==> src/rtl/gmii_tx_framer.sv <==
// Ethernet MAC transmit framer: wraps a valid/ready payload stream in preamble, SFD,
// zero padding and CRC32 FCS, and enforces the inter-frame gap on the GMII side.
module gmii_tx_framer #(
    parameter int unsigned PREAMBLE_LEN = 7,
    parameter int unsigned MIN_FRAME    = 60,
    parameter int unsigned IFG_LEN      = 12
) (
    input  logic       rgmii_txclk,
    input  logic       rst,
    input  logic [7:0] tx_data,
    input  logic       tx_valid,
    input  logic       tx_last,
    output logic       tx_ready,
    output logic [7:0] gmii_txd,
    output logic       gmii_txdv,
    output logic       busy,
    output logic       frame_done,
    output logic       underrun
);

    localparam logic [2:0] ST_IDLE = 3'd0;
    localparam logic [2:0] ST_PRE  = 3'd1;
    localparam logic [2:0] ST_SFD  = 3'd2;
    localparam logic [2:0] ST_DATA = 3'd3;
    localparam logic [2:0] ST_PAD  = 3'd4;
    localparam logic [2:0] ST_FCS  = 3'd5;
    localparam logic [2:0] ST_IFG  = 3'd6;

    localparam logic [31:0] CRC_POLY = 32'hEDB8_8320;
    localparam logic [31:0] CRC_INIT = '1;
    localparam logic [7:0]  PRE_BYTE = 8'h55;
    localparam logic [7:0]  SFD_BYTE = 8'hD5;
    localparam logic [15:0] MIN_LEN  = 16'(MIN_FRAME);
    localparam logic [15:0] PRE_LAST = 16'(PREAMBLE_LEN - 1);
    localparam logic [15:0] IFG_LAST = 16'(IFG_LEN - 1);

    logic [2:0]  state, state_nxt;
    logic [15:0] cnt, cnt_nxt;
    logic [15:0] byte_cnt, byte_cnt_nxt;
    logic [31:0] crc, crc_nxt;
    logic [31:0] crc_inv;
    logic [7:0]  fcs_byte;
    logic [7:0]  txd_nxt;
    logic        txdv_nxt;
    logic        done_nxt;
    logic        urun_nxt;

    function automatic logic [31:0] crc_update(input logic [31:0] c_in, input logic [7:0] d);
        logic [31:0] c;
        c = c_in ^ {24'd0, d};
        for (int unsigned i = 0; i < 8; i++) begin
            c = c[0] ? ((c >> 1) ^ CRC_POLY) : (c >> 1);
        end
        return c;
    endfunction

    assign tx_ready = (state == ST_DATA);
    assign crc_inv  = ~crc;

    always_comb begin
        case (cnt[1:0])
            2'd0:    fcs_byte = crc_inv[7:0];
            2'd1:    fcs_byte = crc_inv[15:8];
            2'd2:    fcs_byte = crc_inv[23:16];
            default: fcs_byte = crc_inv[31:24];
        endcase
    end

    // Outputs are registered, so each state computes the byte for the following cycle;
    // SFD is already on the wire during the first DATA cycle, keeping txdv gap-free.
    always_comb begin
        state_nxt    = state;
        cnt_nxt      = cnt;
        byte_cnt_nxt = byte_cnt;
        crc_nxt      = crc;
        txd_nxt      = '0;
        txdv_nxt     = 1'b0;
        done_nxt     = 1'b0;
        urun_nxt     = 1'b0;
        case (state)
            ST_IDLE: begin
                crc_nxt      = CRC_INIT;
                byte_cnt_nxt = '0;
                cnt_nxt      = 16'd1;
                if (tx_valid) begin
                    txd_nxt   = PRE_BYTE;
                    txdv_nxt  = 1'b1;
                    state_nxt = (PREAMBLE_LEN > 1) ? ST_PRE : ST_SFD;
                end
            end
            ST_PRE: begin
                txd_nxt  = PRE_BYTE;
                txdv_nxt = 1'b1;
                cnt_nxt  = cnt + 16'd1;
                if (cnt >= PRE_LAST) begin
                    state_nxt = ST_SFD;
                end
            end
            ST_SFD: begin
                txd_nxt   = SFD_BYTE;
                txdv_nxt  = 1'b1;
                state_nxt = ST_DATA;
            end
            ST_DATA: begin
                if (tx_valid) begin
                    txd_nxt  = tx_data;
                    txdv_nxt = 1'b1;
                    crc_nxt  = crc_update(crc, tx_data);
                    if (byte_cnt != '1) begin
                        byte_cnt_nxt = byte_cnt + 16'd1;
                    end
                    if (tx_last) begin
                        cnt_nxt   = '0;
                        state_nxt = (byte_cnt_nxt < MIN_LEN) ? ST_PAD : ST_FCS;
                    end
                end else begin
                    // The abort cycle itself is the first idle cycle of the gap.
                    urun_nxt  = 1'b1;
                    cnt_nxt   = 16'd1;
                    state_nxt = ST_IFG;
                end
            end
            ST_PAD: begin
                txdv_nxt = 1'b1;
                crc_nxt  = crc_update(crc, 8'h00);
                if (byte_cnt != '1) begin
                    byte_cnt_nxt = byte_cnt + 16'd1;
                end
                if (byte_cnt_nxt >= MIN_LEN) begin
                    cnt_nxt   = '0;
                    state_nxt = ST_FCS;
                end
            end
            ST_FCS: begin
                txd_nxt  = fcs_byte;
                txdv_nxt = 1'b1;
                cnt_nxt  = cnt + 16'd1;
                if (cnt[1:0] == 2'd3) begin
                    done_nxt  = 1'b1;
                    cnt_nxt   = '0;
                    state_nxt = ST_IFG;
                end
            end
            ST_IFG: begin
                cnt_nxt = cnt + 16'd1;
                if (cnt >= IFG_LAST) begin
                    state_nxt = ST_IDLE;
                end
            end
            default: begin
                state_nxt = ST_IDLE;
            end
        endcase
    end

    always_ff @(posedge rgmii_txclk) begin
        if (rst) begin
            state      <= ST_IDLE;
            cnt        <= '0;
            byte_cnt   <= '0;
            crc        <= CRC_INIT;
            gmii_txd   <= '0;
            gmii_txdv  <= 1'b0;
            busy       <= 1'b0;
            frame_done <= 1'b0;
            underrun   <= 1'b0;
        end else begin
            state      <= state_nxt;
            cnt        <= cnt_nxt;
            byte_cnt   <= byte_cnt_nxt;
            crc        <= crc_nxt;
            gmii_txd   <= txd_nxt;
            gmii_txdv  <= txdv_nxt;
            busy       <= (state_nxt != ST_IDLE);
            frame_done <= done_nxt;
            underrun   <= urun_nxt;
        end
    end

endmodule
==> config.mk <==
export PLATFORM = sky130hd
export DESIGN_NAME = gmii_tx_framer
export DESIGN_NICKNAME = d
export VERILOG_FILES = /design/src/rtl/gmii_tx_framer.sv
export SDC_FILE = /design/constraint.sdc
export NUM_CORES = 1
export LEC_CHECK = 0
export BUFFER_PORTS_ARGS = -buffer_cell sky130_fd_sc_hd__buf_2
export CAP_MARGIN = 40
export CORE_ASPECT_RATIO = 1.75
export CORE_MARGIN = 4
export CORE_UTILIZATION = 55
export CTS_CLUSTER_SIZE = 28
export DETAILED_ROUTE_END_ITERATION = 10
export HOLD_SLACK_MARGIN = 0.15
export PLACE_DENSITY = 0.72
export SETUP_SLACK_MARGIN = 0.2
export SYNTH_ARGS = -nofsm -noshare
export SYNTH_HDL_FRONTEND = slang
export SYNTH_SLANG_ARGS = --single-unit
==> constraint.sdc <==
create_clock -name rgmii_txclk -period 8.1 [get_ports rgmii_txclk]
set_clock_uncertainty 0.2 [all_clocks]
set_input_delay 0.405 -clock rgmii_txclk [delete_from_list [all_inputs] [get_ports rgmii_txclk]]
set_output_delay 0.405 -clock rgmii_txclk [all_outputs]
set_load 0.02 [all_outputs]
==> results.toml <==
[cells_and_area]
drive_gt1_share_pct = 9.87
nNetsFinal = 722
fillCellCount = 902
area_growth_pct = 7.40
antenna_cells = 0

[worst_setup_path]
r2r-end = "byte_cnt[9]$_SDFFE_PP0P_"
crit_required_ps = 8120
path_cells = "nor2_1 -> nand2_1 -> buf_4 -> clkinv_1 -> nor2_1 -> buf_4 -> o21ai_0 -> a22oi_1 -> nor2_1"
cp_common_cell = "nor2_1"
endpoint = "byte_cnt[9]$_SDFFE_PP0P_"
path_class = "flip-flop to flip-flop"
worst_path_max_delay_cell = "dfxtp_1"
worstSetupStartpoint = "state[2]$_SDFF_PP0_"
cpPeakStageDelay_ps = 680
ff2ff_path_depth = 9
crit_path_start_kind = "flip-flop"
cp_max_fo = 29
r2r-start = "state[2]$_SDFF_PP0_"
r2r_setup_slack_ps = 4620
arrival_ps = 3490
worst_setup_path_end_kind = "flip-flop"

[clocking]
cts_tree = "built"
cts_root_buf = "clkbuf_16"
postCtsSetupBuffers = 0
clockBufferDepth = 2
ctsHoldBuffers = 0
cts_buffers = 9
post_cts_resized = 0
cts_num_sinks = 79
insertion_delay_ps = 350
clkTransAtPathRegs_ps = 60
h-tree-depth = 3

[yosys]
synth-edff-count = 0
synth_nets = 729
yosys_most_used_dff = "dfxtp_1"
yosysUniqueCellTypes = 72
synth_area_um2 = 5640
ys_seq_elements = 79
synth.avg_cell_area_um2 = 7.94
synth_cells = 711
postSynth.asyncResetShare_pct = 0
yosys_warnings = 0
ys_seq_area_share_pct = 28.0

[timing]
hold_viol = 0
timing.final.crit_share_pct = 42.9
rsz0062_at_grt = "false"
timing.hold.ws_ps = 210
fin_crit_ps = 3480
finalMaxSlewViolations = 0
final-setup-viol-count = 0
tightest_slew_ps = 863
relSlewSlack_pct = 42.1
setup_tns_ps = 0
clock.fmax_mhz = 288

[route]
avgViaCountPerCell = 6.74
highest_layer = "met4"
met1Wirelength_mm = 6.26
drt_wl_total_mm = 17.7
drt_iter0_markers = 530
wl_per_cell_um = 21.2
dr.pass1.iters = 6
antenna_left = 0
met2WireLength_mm = 8.98
dr_total_vias = 5617
drc = 0
route.met3.wl_mm = 1.03

[grt]
grt_pass1_vias = 5519
grt_pass1_wl_mm = 28.4
antenna_found_initial = 0
gr-total-overflow = 0
grt_max_degree = 48
grt_util_all_layers_pct = 30.0

[place]
port_buffers = 24
place_congestion = 0.991
dp_hpwl_mm = 12.5

[worst_hold_path]
hold_path.class = "input port to flip-flop"
hold_depth = 2

[floorplan]
pin_count = 25
core_area_um2 = 9970
die_h_um = 142
num_rows = 48
die_area_um2 = 12000
fp.dieW_um = 84.6
start_util_pct = 56.6

[pwr]
swShare_pct = 30.5
p_per_area_nw_per_um2 = 163
pwr-share-seq_pct = 40.9
p_total_mw = 0.986
internal-power_mw = 0.685
p_comb_share_pct = 19.9
power_switching_mw = 0.301
power.static_leakage_nw = 2.11
worst_ir_drop_vdd_mv = 0.117
clockPowerShare_pct = 39.2

[run]
max_cap_violations = 0

[run_status]
status = "finished, final reports clean"
-- layout by cell type (no fill, tap or decap), types with 4 or more instances in the layout --
cell,instances
a311oi_2,4
nand3_1,14
a211oi_1,10
o21ai_0,51
o22ai_1,9
a211o_1,8
o211ai_1,9
nor4_1,9
a21oi_1,47
clkbuf_16,9
buf_4,7
dfxtp_1,79
nor2b_1,5
ha_1,6
a31oi_1,12
o221ai_1,13
nand2_1,61
a221oi_1,5
inv_1,15
nand4_1,4
and3_1,8
xnor2_1,100
xor2_1,24
nor2_1,61
nand2b_1,4
nor3_1,27
buf_2,24
-- layout make-up --
type | instances | area [um2] | area share [%]
Clock buffer | 10 | 229 | 3.78
Clock inverter | 6 | 45.0 | 0.743
Inverter | 19 | 71.3 | 1.18
Multi-Input combinational cell | 563 | 3790 | 62.5
Sequential cell | 79 | 1580 | 26.1
Tap cell | 125 | 156 | 2.58
Timing Repair Buffer | 32 | 188 | 3.10
-- power by group through the flow --
stage / Combinational (mW) / Sequential (mW) / Clock [mW]
final: 0.196 / 0.403 / 0.386
after global routing: 0.209 / 0.404 / 0.402
after CTS: 0.192 / 0.403 / 0.391
after detailed placement: 0.190 / 0.412 / 0
after global placement: 0.187 / 0.411 / 0
after floorplan: 0.151 / 0.409 / 0
-- critical path: cells and delay by family, from the launching register on --
| family | cells | cell delay [ps] |
|---|---|---|
| AO/OA/AOI/OAI | 2 | 310 |
| buffers and inverters | 3 | 1230 |
| AND/OR/NAND/NOR | 4 | 920 |
| flip-flops | 1 | 680 |
-- cell families (layout without fill, tap and decap cells) --
kind of cell | Yosys count | in the layout | synth area share [%]
and+or+nand+nor | 219 | 219 | 19.1
AOI/OAI and AO/OA | 203 | 203 | 24.1
xor gates and xnor gates | 131 | 131 | 21.7
DFF | 79 | 79 | 28.0
buffers and inverters | 69 | 67 | 5.01
adders and majority gates | 6 | 6 | 1.33
muxes | 4 | 4 | 0.732
-- worst min path at each step --
stage                              start                    to  slack, ps
floorplan           crc[28]$_SDFFE_PP1P_  crc[20]$_SDFFE_PP1P_        250
global placement     cnt[7]$_SDFFE_PP0P_   cnt[7]$_SDFFE_PP0P_        280
detailed placement   cnt[7]$_SDFFE_PP0P_   cnt[7]$_SDFFE_PP0P_        300
CTS                             tx_valid   underrun$_SDFF_PP0_        190
global route                    tx_valid   underrun$_SDFF_PP0_        220
finish                          tx_valid   underrun$_SDFF_PP0_        210
-- Yosys cell counts, drive strengths merged (8+ instances only) --
master | number | share of area (%)
clkbuf | 37 | 2.5
nand3 | 15 | 1.4
nor2 | 63 | 4.3
o221ai | 13 | 2.0
a211o | 8 | 1.2
xnor2 | 103 | 16
xor2 | 26 | 4.5
nor4 | 9 | 1.0
buf | 13 | 1.2
a211oi | 10 | 1.3
and3 | 8 | 0.89
a21oi | 47 | 4.2
inv | 16 | 1.1
o21ai | 52 | 4.6
nand2 | 61 | 4.1
dfxtp | 79 | 28
a31oi | 12 | 1.3
nor3 | 27 | 2.4
o22ai | 9 | 1.0
o211ai | 9 | 1.2
-- stage by stage --
stage / area (um2) / instances / setup slack (ps) / util (%)
after floorplan: 5640 / 711 / 5260 / -
after global placement: 5770 / 816 / 4700 / 57.8
after detailed placement: 5790 / 818 / 4810 / 58.1
after CTS: 6060 / 834 / 4780 / 60.8
after global routing: 6060 / 834 / 4430 / 60.8
final: 6060 / 834 / 4620 / 60.8
-- layer usage --
| metal | global-route usage (%) | vias to the layer above |
|---|---|---|
| met5 | 0 | - |
| met4 | 23.9 | 0 |
| met3 | 4.17 | 111 |
| met2 | 51.2 | 314 |
| met1 | 32.7 | 2649 |
| li1 | - | 2543 |
-- registers in the layout (all words and copies together), names as in the netlist --
signal      flops
frame_done      1
busy            1
state           3
underrun        1
gmii_txd        8
cnt            16
crc            32
byte_cnt       16
gmii_txdv       1
Power figures use the tool's default switching activity.
